## src/rtl/tx_rd_chunk_scheduler_pkg.sv

```systemverilog
// Shared types, widths and helpers for the huge-page read chunk scheduler.
package tx_rd_chunk_scheduler_pkg;

    localparam int unsigned LEN_W               = 19;
    localparam int unsigned OUT_W               = 5;
    localparam int unsigned QW_PER_4K           = 512;
    localparam int unsigned DEF_CHUNK_QW        = 64;
    localparam int unsigned DEF_MAX_OUTSTANDING = 8;
    localparam int unsigned DESC_W              = 64 + LEN_W;

    typedef enum logic [6:0] {
        StIdle   = 7'b000_0001,
        StLoad   = 7'b000_0010,
        StReq    = 7'b000_0100,
        StDrain  = 7'b000_1000,
        StNotify = 7'b001_0000,
        StIrq    = 7'b010_0000,
        StPop    = 7'b100_0000
    } state_e;

    typedef struct packed {
        logic [63:0]      addr;
        logic [LEN_W-1:0] len;
    } hp_desc_t;

    // Largest legal chunk: capped by the chunk limit, the bytes left in the page and
    // the distance to the next 4 KB boundary (qw_off is the qword offset within 4 KB).
    function automatic logic [8:0] chunk_len(input logic [8:0]       qw_off,
                                             input logic [LEN_W-1:0] rem,
                                             input int unsigned      max_qw);
        logic [LEN_W-1:0] best;
        logic [LEN_W-1:0] to_4k;
        best  = LEN_W'(max_qw);
        to_4k = LEN_W'(QW_PER_4K) - LEN_W'(qw_off);
        if (to_4k < best) best = to_4k;
        if (rem < best) best = rem;
        return 9'(best);
    endfunction

endpackage

```

## src/rtl/tx_rd_chunk_scheduler_hp_desc_fifo.sv

```systemverilog
// Small descriptor FIFO holding {addr, len} pairs for queued huge pages.
module hp_desc_fifo
    import tx_rd_chunk_scheduler_pkg::*;
#(
    parameter int unsigned Depth = 2
) (
    input  logic                   trn_clk,
    input  logic                   reset_n,
    input  logic                   push_i,
    input  hp_desc_t               push_data_i,
    input  logic                   pop_i,
    output hp_desc_t               head_o,
    output logic [$clog2(Depth):0] count_o,
    output logic                   full_o,
    output logic                   empty_o
);

    localparam int unsigned PtrW = $clog2(Depth);
    localparam int unsigned CntW = PtrW + 1;

    hp_desc_t [Depth-1:0] mem_q, mem_d;
    logic [PtrW-1:0]      wr_ptr_q, wr_ptr_d, rd_ptr_q, rd_ptr_d;
    logic [CntW-1:0]      count_q, count_d;
    logic                 push_ok, pop_ok;

    assign full_o  = (count_q == CntW'(Depth));
    assign empty_o = (count_q == '0);
    assign count_o = count_q;
    assign head_o  = mem_q[rd_ptr_q];
    assign push_ok = push_i && !full_o;
    assign pop_ok  = pop_i && !empty_o;

    // Next-state for storage, pointers and occupancy.
    always_comb begin
        mem_d    = mem_q;
        wr_ptr_d = wr_ptr_q;
        rd_ptr_d = rd_ptr_q;
        count_d  = count_q;
        if (push_ok) begin
            mem_d[wr_ptr_q] = push_data_i;
            wr_ptr_d        = wr_ptr_q + PtrW'(1);
        end
        if (pop_ok) begin
            rd_ptr_d = rd_ptr_q + PtrW'(1);
        end
        if (push_ok && !pop_ok) begin
            count_d = count_q + CntW'(1);
        end else if (!push_ok && pop_ok) begin
            count_d = count_q - CntW'(1);
        end
    end

    // FIFO state registers.
    always_ff @(posedge trn_clk or negedge reset_n) begin
        if (!reset_n) begin
            mem_q    <= '0;
            wr_ptr_q <= '0;
            rd_ptr_q <= '0;
            count_q  <= '0;
        end else begin
            mem_q    <= mem_d;
            wr_ptr_q <= wr_ptr_d;
            rd_ptr_q <= rd_ptr_d;
            count_q  <= count_d;
        end
    end

endmodule

```

## src/rtl/tx_rd_chunk_scheduler.sv

```systemverilog
// Walks queued huge pages in 4 KB-safe read chunks, throttles in-flight reads and
// raises the per-page completion notification and optional interrupt.
module tx_rd_chunk_scheduler
    import tx_rd_chunk_scheduler_pkg::*;
#(
    parameter int unsigned NUMB_HP         = 2,
    parameter int unsigned CHUNK_QW        = DEF_CHUNK_QW,
    parameter int unsigned MAX_OUTSTANDING = DEF_MAX_OUTSTANDING
) (
    input  logic             trn_clk,
    input  logic             reset_n,
    input  logic             hp_load,
    input  logic [63:0]      hp_load_addr,
    input  logic [LEN_W-1:0] hp_load_len_qw,
    output logic             hp_ready,
    input  logic             irq_en,
    output logic [63:0]      huge_page_addr,
    output logic [8:0]       qwords_to_rd,
    output logic             read_chunk,
    input  logic             read_chunk_ack,
    output logic             send_huge_page_rd_completed,
    input  logic             send_huge_page_rd_completed_ack,
    output logic             send_interrupt,
    input  logic             send_interrupt_ack,
    input  logic             cpl_chunk_done,
    output logic [OUT_W-1:0] outstanding,
    output logic             hp_overflow,
    output logic             cpl_underflow
);

    localparam int unsigned CNT_W = $clog2(NUMB_HP) + 1;

    state_e           state_q, state_d;
    logic [63:0]      cur_addr_q, cur_addr_d;
    logic [LEN_W-1:0] rem_qw_q, rem_qw_d;
    logic [OUT_W-1:0] out_q, out_d;
    logic [8:0]       qwords_q, qwords_d;
    logic             read_chunk_q, read_chunk_d;
    logic             notify_q, notify_d;
    logic             irq_q, irq_d;
    logic             overflow_q, overflow_d;
    logic             underflow_q, underflow_d;

    hp_desc_t         fifo_in, fifo_head;
    logic [CNT_W-1:0] fifo_count;
    logic             fifo_full, fifo_empty, fifo_push, fifo_pop;
    logic             chunk_ack;

    assign fifo_push    = hp_load && !fifo_full;
    assign fifo_in.addr = hp_load_addr & ~64'h7;
    assign fifo_in.len  = hp_load_len_qw;
    assign chunk_ack    = read_chunk_q && read_chunk_ack;

    hp_desc_fifo #(
        .Depth (NUMB_HP)
    ) u_desc_fifo (
        .trn_clk     (trn_clk),
        .reset_n     (reset_n),
        .push_i      (fifo_push),
        .push_data_i (fifo_in),
        .pop_i       (fifo_pop),
        .head_o      (fifo_head),
        .count_o     (fifo_count),
        .full_o      (fifo_full),
        .empty_o     (fifo_empty)
    );

    // FSM state register.
    always_ff @(posedge trn_clk or negedge reset_n) begin
        if (!reset_n) state_q <= StIdle;
        else          state_q <= state_d;
    end

    // Page walk: latch the head descriptor, then advance by each accepted chunk.
    always_comb begin
        cur_addr_d = cur_addr_q;
        rem_qw_d   = rem_qw_q;
        if (state_q == StLoad) begin
            cur_addr_d = fifo_head.addr;
            rem_qw_d   = fifo_head.len;
        end else if (chunk_ack) begin
            cur_addr_d = cur_addr_q + {52'd0, qwords_q, 3'b000};
            rem_qw_d   = rem_qw_q - LEN_W'(qwords_q);
        end
    end

    // In-flight counter; a completion with nothing outstanding is flagged, not counted.
    always_comb begin
        out_d       = out_q;
        underflow_d = underflow_q;
        overflow_d  = overflow_q | (hp_load && fifo_full);
        if (chunk_ack && !cpl_chunk_done) begin
            out_d = out_q + OUT_W'(1);
        end else if (!chunk_ack && cpl_chunk_done) begin
            if (out_q == '0) underflow_d = 1'b1;
            else             out_d       = out_q - OUT_W'(1);
        end
    end

    // FSM next-state.
    always_comb begin
        state_d = state_q;
        unique case (state_q)
            StIdle:   if (!fifo_empty) state_d = StLoad;
            StLoad:   state_d = (fifo_head.len == '0) ? StDrain : StReq;
            StReq:    if (chunk_ack && rem_qw_d == '0) state_d = StDrain;
            StDrain:  if (out_q == '0) state_d = StNotify;
            StNotify: if (notify_q && send_huge_page_rd_completed_ack) begin
                          state_d = irq_en ? StIrq : StPop;
                      end
            StIrq:    if (irq_q && send_interrupt_ack) state_d = StPop;
            StPop:    state_d = StIdle;
            default:  state_d = StIdle;
        endcase
    end

    // FSM outputs, computed from the next state so requests come straight off flops.
    always_comb begin
        read_chunk_d = (state_d == StReq) && (out_d < OUT_W'(MAX_OUTSTANDING)) && !chunk_ack;
        qwords_d     = (state_d == StReq) ? chunk_len(cur_addr_d[11:3], rem_qw_d, CHUNK_QW)
                                          : 9'd0;
        notify_d     = (state_d == StNotify);
        irq_d        = (state_d == StIrq);
        fifo_pop     = (state_q == StPop);
    end

    // Datapath and registered request outputs.
    always_ff @(posedge trn_clk or negedge reset_n) begin
        if (!reset_n) begin
            cur_addr_q   <= '0;
            rem_qw_q     <= '0;
            out_q        <= '0;
            qwords_q     <= '0;
            read_chunk_q <= 1'b0;
            notify_q     <= 1'b0;
            irq_q        <= 1'b0;
            overflow_q   <= 1'b0;
            underflow_q  <= 1'b0;
        end else begin
            cur_addr_q   <= cur_addr_d;
            rem_qw_q     <= rem_qw_d;
            out_q        <= out_d;
            qwords_q     <= qwords_d;
            read_chunk_q <= read_chunk_d;
            notify_q     <= notify_d;
            irq_q        <= irq_d;
            overflow_q   <= overflow_d;
            underflow_q  <= underflow_d;
        end
    end

    assign hp_ready                    = (fifo_count < CNT_W'(NUMB_HP));
    assign huge_page_addr              = cur_addr_q;
    assign qwords_to_rd                = qwords_q;
    assign read_chunk                  = read_chunk_q;
    assign send_huge_page_rd_completed = notify_q;
    assign send_interrupt              = irq_q;
    assign outstanding                 = out_q;
    assign hp_overflow                 = overflow_q;
    assign cpl_underflow               = underflow_q;

endmodule
```

## config.mk

```make
export PLATFORM = sky130hd
export DESIGN_NAME = tx_rd_chunk_scheduler
export DESIGN_NICKNAME = d
export VERILOG_FILES = /design/src/rtl/tx_rd_chunk_scheduler_pkg.sv /design/src/rtl/tx_rd_chunk_scheduler_hp_desc_fifo.sv /design/src/rtl/tx_rd_chunk_scheduler.sv
export SDC_FILE = /design/constraint.sdc
export NUM_CORES = 1
export LEC_CHECK = 0
export CORE_MARGIN = 1.5
export CORE_UTILIZATION = 30
export CTS_BUF_LIST = sky130_fd_sc_hd__clkbuf_2 sky130_fd_sc_hd__clkbuf_4 sky130_fd_sc_hd__clkbuf_8
export DETAILED_ROUTE_END_ITERATION = 8
export GPL_TIMING_DRIVEN = 0
export PLACE_DENSITY = 0.55
export REMOVE_ABC_BUFFERS = 1
export SYNTH_ARGS = -nofsm -noshare
export SYNTH_HDL_FRONTEND = slang
export SYNTH_HIERARCHICAL = 1
export SYNTH_SLANG_ARGS = --single-unit
```

## constraint.sdc

```tcl
create_clock -name trn_clk -period 5.5 [get_ports trn_clk]
set_input_delay 1.65 -clock trn_clk [delete_from_list [all_inputs] [get_ports trn_clk]]
set_output_delay 1.65 -clock trn_clk [all_outputs]
set_load 0.005 [all_outputs]
```

==> results.json <==
{
  "min_path_type": "reg2reg",
  "area_growth_pct": 27.1,
  "yosys_warnings": 6,
  "comb_power_share_pct": 42.2,
  "syn_area_um2": 14700,
  "initial_core_util_pct": 30.2,
  "cp-endpoint": "qwords_to_rd[0]",
  "switching_share_pct": 34.6,
  "antenna_found_initial": 0,
  "worstPathArrival_ps": 5840,
  "grt_first_pass_wirelength_mm": 64.1,
  "routedWlPerCell_um": 18.4,
  "final_area_um2": 18700,
  "drive_above_1_share_pct": 27.9,
  "vias": 10400,
  "hpwl_mm": 26.3,
  "fp.coreArea_um2": 48700,
  "cp_max_fo": 5,
  "n_antenna_cell": 0,
  "drt_wl_total_mm": 40.3,
  "yosys.cell_types.count": 77,
  "relSlewSlack_pct": 9.94,
  "hold_viol": 0,
  "cts_hold_buf": 0,
  "htreeDepth": 2,
  "period_minus_slack_ps": 5370,
  "io_buffers": 171,
  "internal_power_w": 0.00676,
  "synth_top_family_by_area": "multiplexers",
  "synth-seq-cells": 279,
  "cts_root_buf": "clkbuf_8",
  "grt_max_degree": 109,
  "pwr-share-seq_pct": 36.4,
  "clockBufferDepth": 3,
  "setup_tns_ps": 0,
  "leakagePower_nw": 7.71,
  "max_cap_violations": 0,
  "crit_type": "in2reg",
  "worst_pin_slew_ps": 1340,
  "p_clk_share_pct": 21.4,
  "synth_cells": 1279,
  "grt_usage_pct": 16.3,
  "finClkSkew_ps": 16.1,
  "fin_crit_sh_pct": 97.6,
  "drt_iter0_markers": 447,
  "synth_edf_count": 0,
  "synth.area.mux_share_pct": 21.8,
  "seq_area_frac_synth_pct": 47.4,
  "row_count": 81,
  "post-route-drc-count": 0,
  "worstReg2RegEnd": "qwords_to_rd[0]",
  "clk_pin_slew_ps": 60,
  "numCtsBuffers": 53,
  "insertion_delay_ps": 640,
  "dr.pass1.iters": 4,
  "power_switching_w": 0.00357,
  "final_nets": 1616,
  "synthArstFlopShare_pct": 100,
  "cts_tree": "built",
  "hold_ws_ps": 456,
  "fin_total_pwr_w": 0.0103,
  "power_density_nw_per_um2": 552,
  "detail-route-antenna-nets": 0,
  "io_pins": 175,
  "die_w_um": 225,
  "end_kind": "flip-flop",
  "outcome": "finished clean",
  "r2r_setup_slack_ps": 380,
  "synthTopCellsByArea": "dfrtp_1 47%, mux2_2 14%, mux2_4 7.1%",
  "vias_per_cell": 4.74,
  "grt_overflow": 0,
  "fin_util_pct": 38.4,
  "yosys.area_share.simple_pct": 12.1,
  "critPathRequiredTime_ps": 5970,
  "yosys.area.top_type": "dfrtp_1",
  "die_y_um": 225,
  "yosys_most_used_dff": "dfrtp_1",
  "ir_worst_vdd_uv": 227,
  "post_dp_cell_area_um2": 17200,
  "critical_path.startpoint": "read_chunk_ack",
  "max_freq_mhz": 186,
  "drv_slew": 0,
  "avgSynthCellArea_um2": 11.5,
  "first_global_vias": 11200,
  "synthXorXnorAreaFrac_pct": 4.46,
  "clock_sinks": 279,
  "startpoint_type": "input port",
  "reg2reg_depth": 21,
  "synth_top_cell_area_share_pct": 47.2,
  "gp_congestion": 0.822,
  "setup_viol": 0,
  "die-area_um2": 50500,
  "synthAdderAreaFrac_pct": 3.07,
  "synth_compound_area_share_pct": 7.21,
  "rr_startpoint": "state_q[1]"
}
## cell usage in the layout, fill, tap and decap left out, types with 5 or more instances in the layout
cell type | synthesis | final
ha_1 | 33 | 28
and3_1 | 19 | 18
mux2_4 | 70 | 70
xnor2_1 | 26 | 26
nor2_1 | 66 | 64
nor4_1 | 12 | 12
xor2_1 | 49 | 49
o21ai_0 | 79 | 78
mux2i_1 | 14 | 12
nor3_1 | 11 | 10
a31oi_1 | 8 | 8
inv_1 | 38 | 37
buf_6 | 10 | 5
nand3_1 | 29 | 29
dfrtp_1 | 278 | 277
conb_1 | 2 | 8
a21oi_1 | 34 | 32
clkdlybuf4s50_1 | 0 | 169
or3_1 | 9 | 9
nand4_1 | 11 | 11
nand3b_1 | 5 | 5
nand2b_1 | 6 | 6
mux2_2 | 180 | 180
buf_4 | 1 | 12
a21o_1 | 9 | 9
clkbuf_8 | 0 | 70
buf_8 | 0 | 7
clkbuf_4 | 0 | 12
buf_16 | 0 | 8
nand2_1 | 139 | 137
o21ai_1 | 4 | 5
nor2b_1 | 7 | 7
nand4b_1 | 5 | 5
clkinv_2 | 0 | 7
## power by group through the flow
stage          combinational (W)  sequential [W]  clock (W)
6_report                 0.00436         0.00376    0.00221
4_1_cts                  0.00436         0.00376    0.00230
2_1_floorplan            0.00286         0.00359          0
3_3_place_gp             0.00418         0.00374          0
3_5_place_dp             0.00419         0.00376          0
5_1_grt                  0.00480         0.00391    0.00238
## logic make-up after synthesis
group,count (synthesis)
AO/OA/AOI/OAI,174
XOR/XNOR,75
adder cells (fa/ha/maj),35
buffers and inverters,96
flip-flops,279
multiplexers,264
other,2
AND/OR/NAND/NOR,354
## worst min-delay path by stage
stage,slack (ps),end,startpoint,cells after the start
finish,460,hp_overflow,hp_overflow,1
CTS,460,hp_overflow,hp_overflow,1
global route,480,cpl_underflow,cpl_underflow,1
detailed placement,450,hp_overflow,hp_overflow,1
floorplan,450,cpl_underflow,cpl_underflow,1
global placement,440,hp_overflow,hp_overflow,1
## cell type report
| class | instances | area [um2] |
|---|---|---|
| Clock buffer | 82 | 1050 |
| Clock inverter | 11 | 91.3 |
| Fill cell | 4738 | 30000 |
| Inverter | 40 | 156 |
| Multi-Input combinational cell | 914 | 7430 |
| Sequential cell | 279 | 6990 |
| Tap cell | 664 | 831 |
| Timing Repair Buffer | 202 | 2180 |
## what timing repair did
| action | CTS | global route |
|---|---|---|
| resized for setup | 27 | 18 |
| buffers inserted | 16 | 1 |
| pin swaps | 10 | 4 |
| setup endpoints to repair | 11 | 9 |
| cloned | 4 | 0 |
## worst max-delay path, stage by stage
cell and delay [ps]:
buf_8 110, nand2_8 50, buf_6 140, clkinvlp_4 110, a21oi_2 70, mux2i_2 270
ha_4 190, nor4b_4 170, a41o_1 170, a21oi_2 80, or4_4 430, a21bo_4 250
inv_4 80, and2_4 140, inv_1 50, ha_4 210, nand4_1 90, nor2_2 50
a211o_1 290, or4b_4 510, a21oi_4 160, o2111ai_4 150, buf_6 210, mux2i_1 150
nor2_1 50
## synth_stat cells (9+ instances only)
library cell  number
buf_6             10
nand3_1           29
nor3_1            11
ha_1              33
or3_1              9
xnor2_1           26
buf_2             17
dfrtp_1          278
a21oi_1           34
and3_1            19
nor2_1            66
nor4_1            12
mux2_4            70
a21o_1             9
nand4_1           11
nand2_1          139
xor2_1            49
inv_1             38
clkbuf_1          18
mux2_2           180
o21ai_0           79
mux2i_1           14
## sequential cells by signal, indices dropped and copies added, names as in the netlist
| register | cells |
|---|---|
| rem_qw_q | 19 |
| send_interrupt | 1 |
| outstanding | 5 |
| state_q | 7 |
| huge_page_addr | 64 |
| u_desc_fifo/wr_ptr_q | 1 |
| send_huge_page_rd_completed | 1 |
| qwords_to_rd | 9 |
| u_desc_fifo/count_o | 2 |
| read_chunk | 1 |
| cpl_underflow | 1 |
| u_desc_fifo/rd_ptr_q | 1 |
| hp_overflow | 1 |
| u_desc_fifo/mem_q | 166 |
## metrics by stage
stage / cells / worst slack (ps)
6_report: 2192 / 132
5_1_grt: 2192 / -1.47
4_1_cts: 2191 / 9.44
3_5_place_dp: 2078 / -3050
3_3_place_gp: 2064 / -9860
2_1_floorplan: 1229 / -1860
## routing by layer
layer	part of all wire (%)	up-vias	global-route usage (%)
li1	-	4937	-
met1	45	5194	20.8
met2	47	187	26.4
met3	5.3	75	4.31
met4	3.0	0	6.26
met5	0	-	0
(Power assumes the default switching activity.)
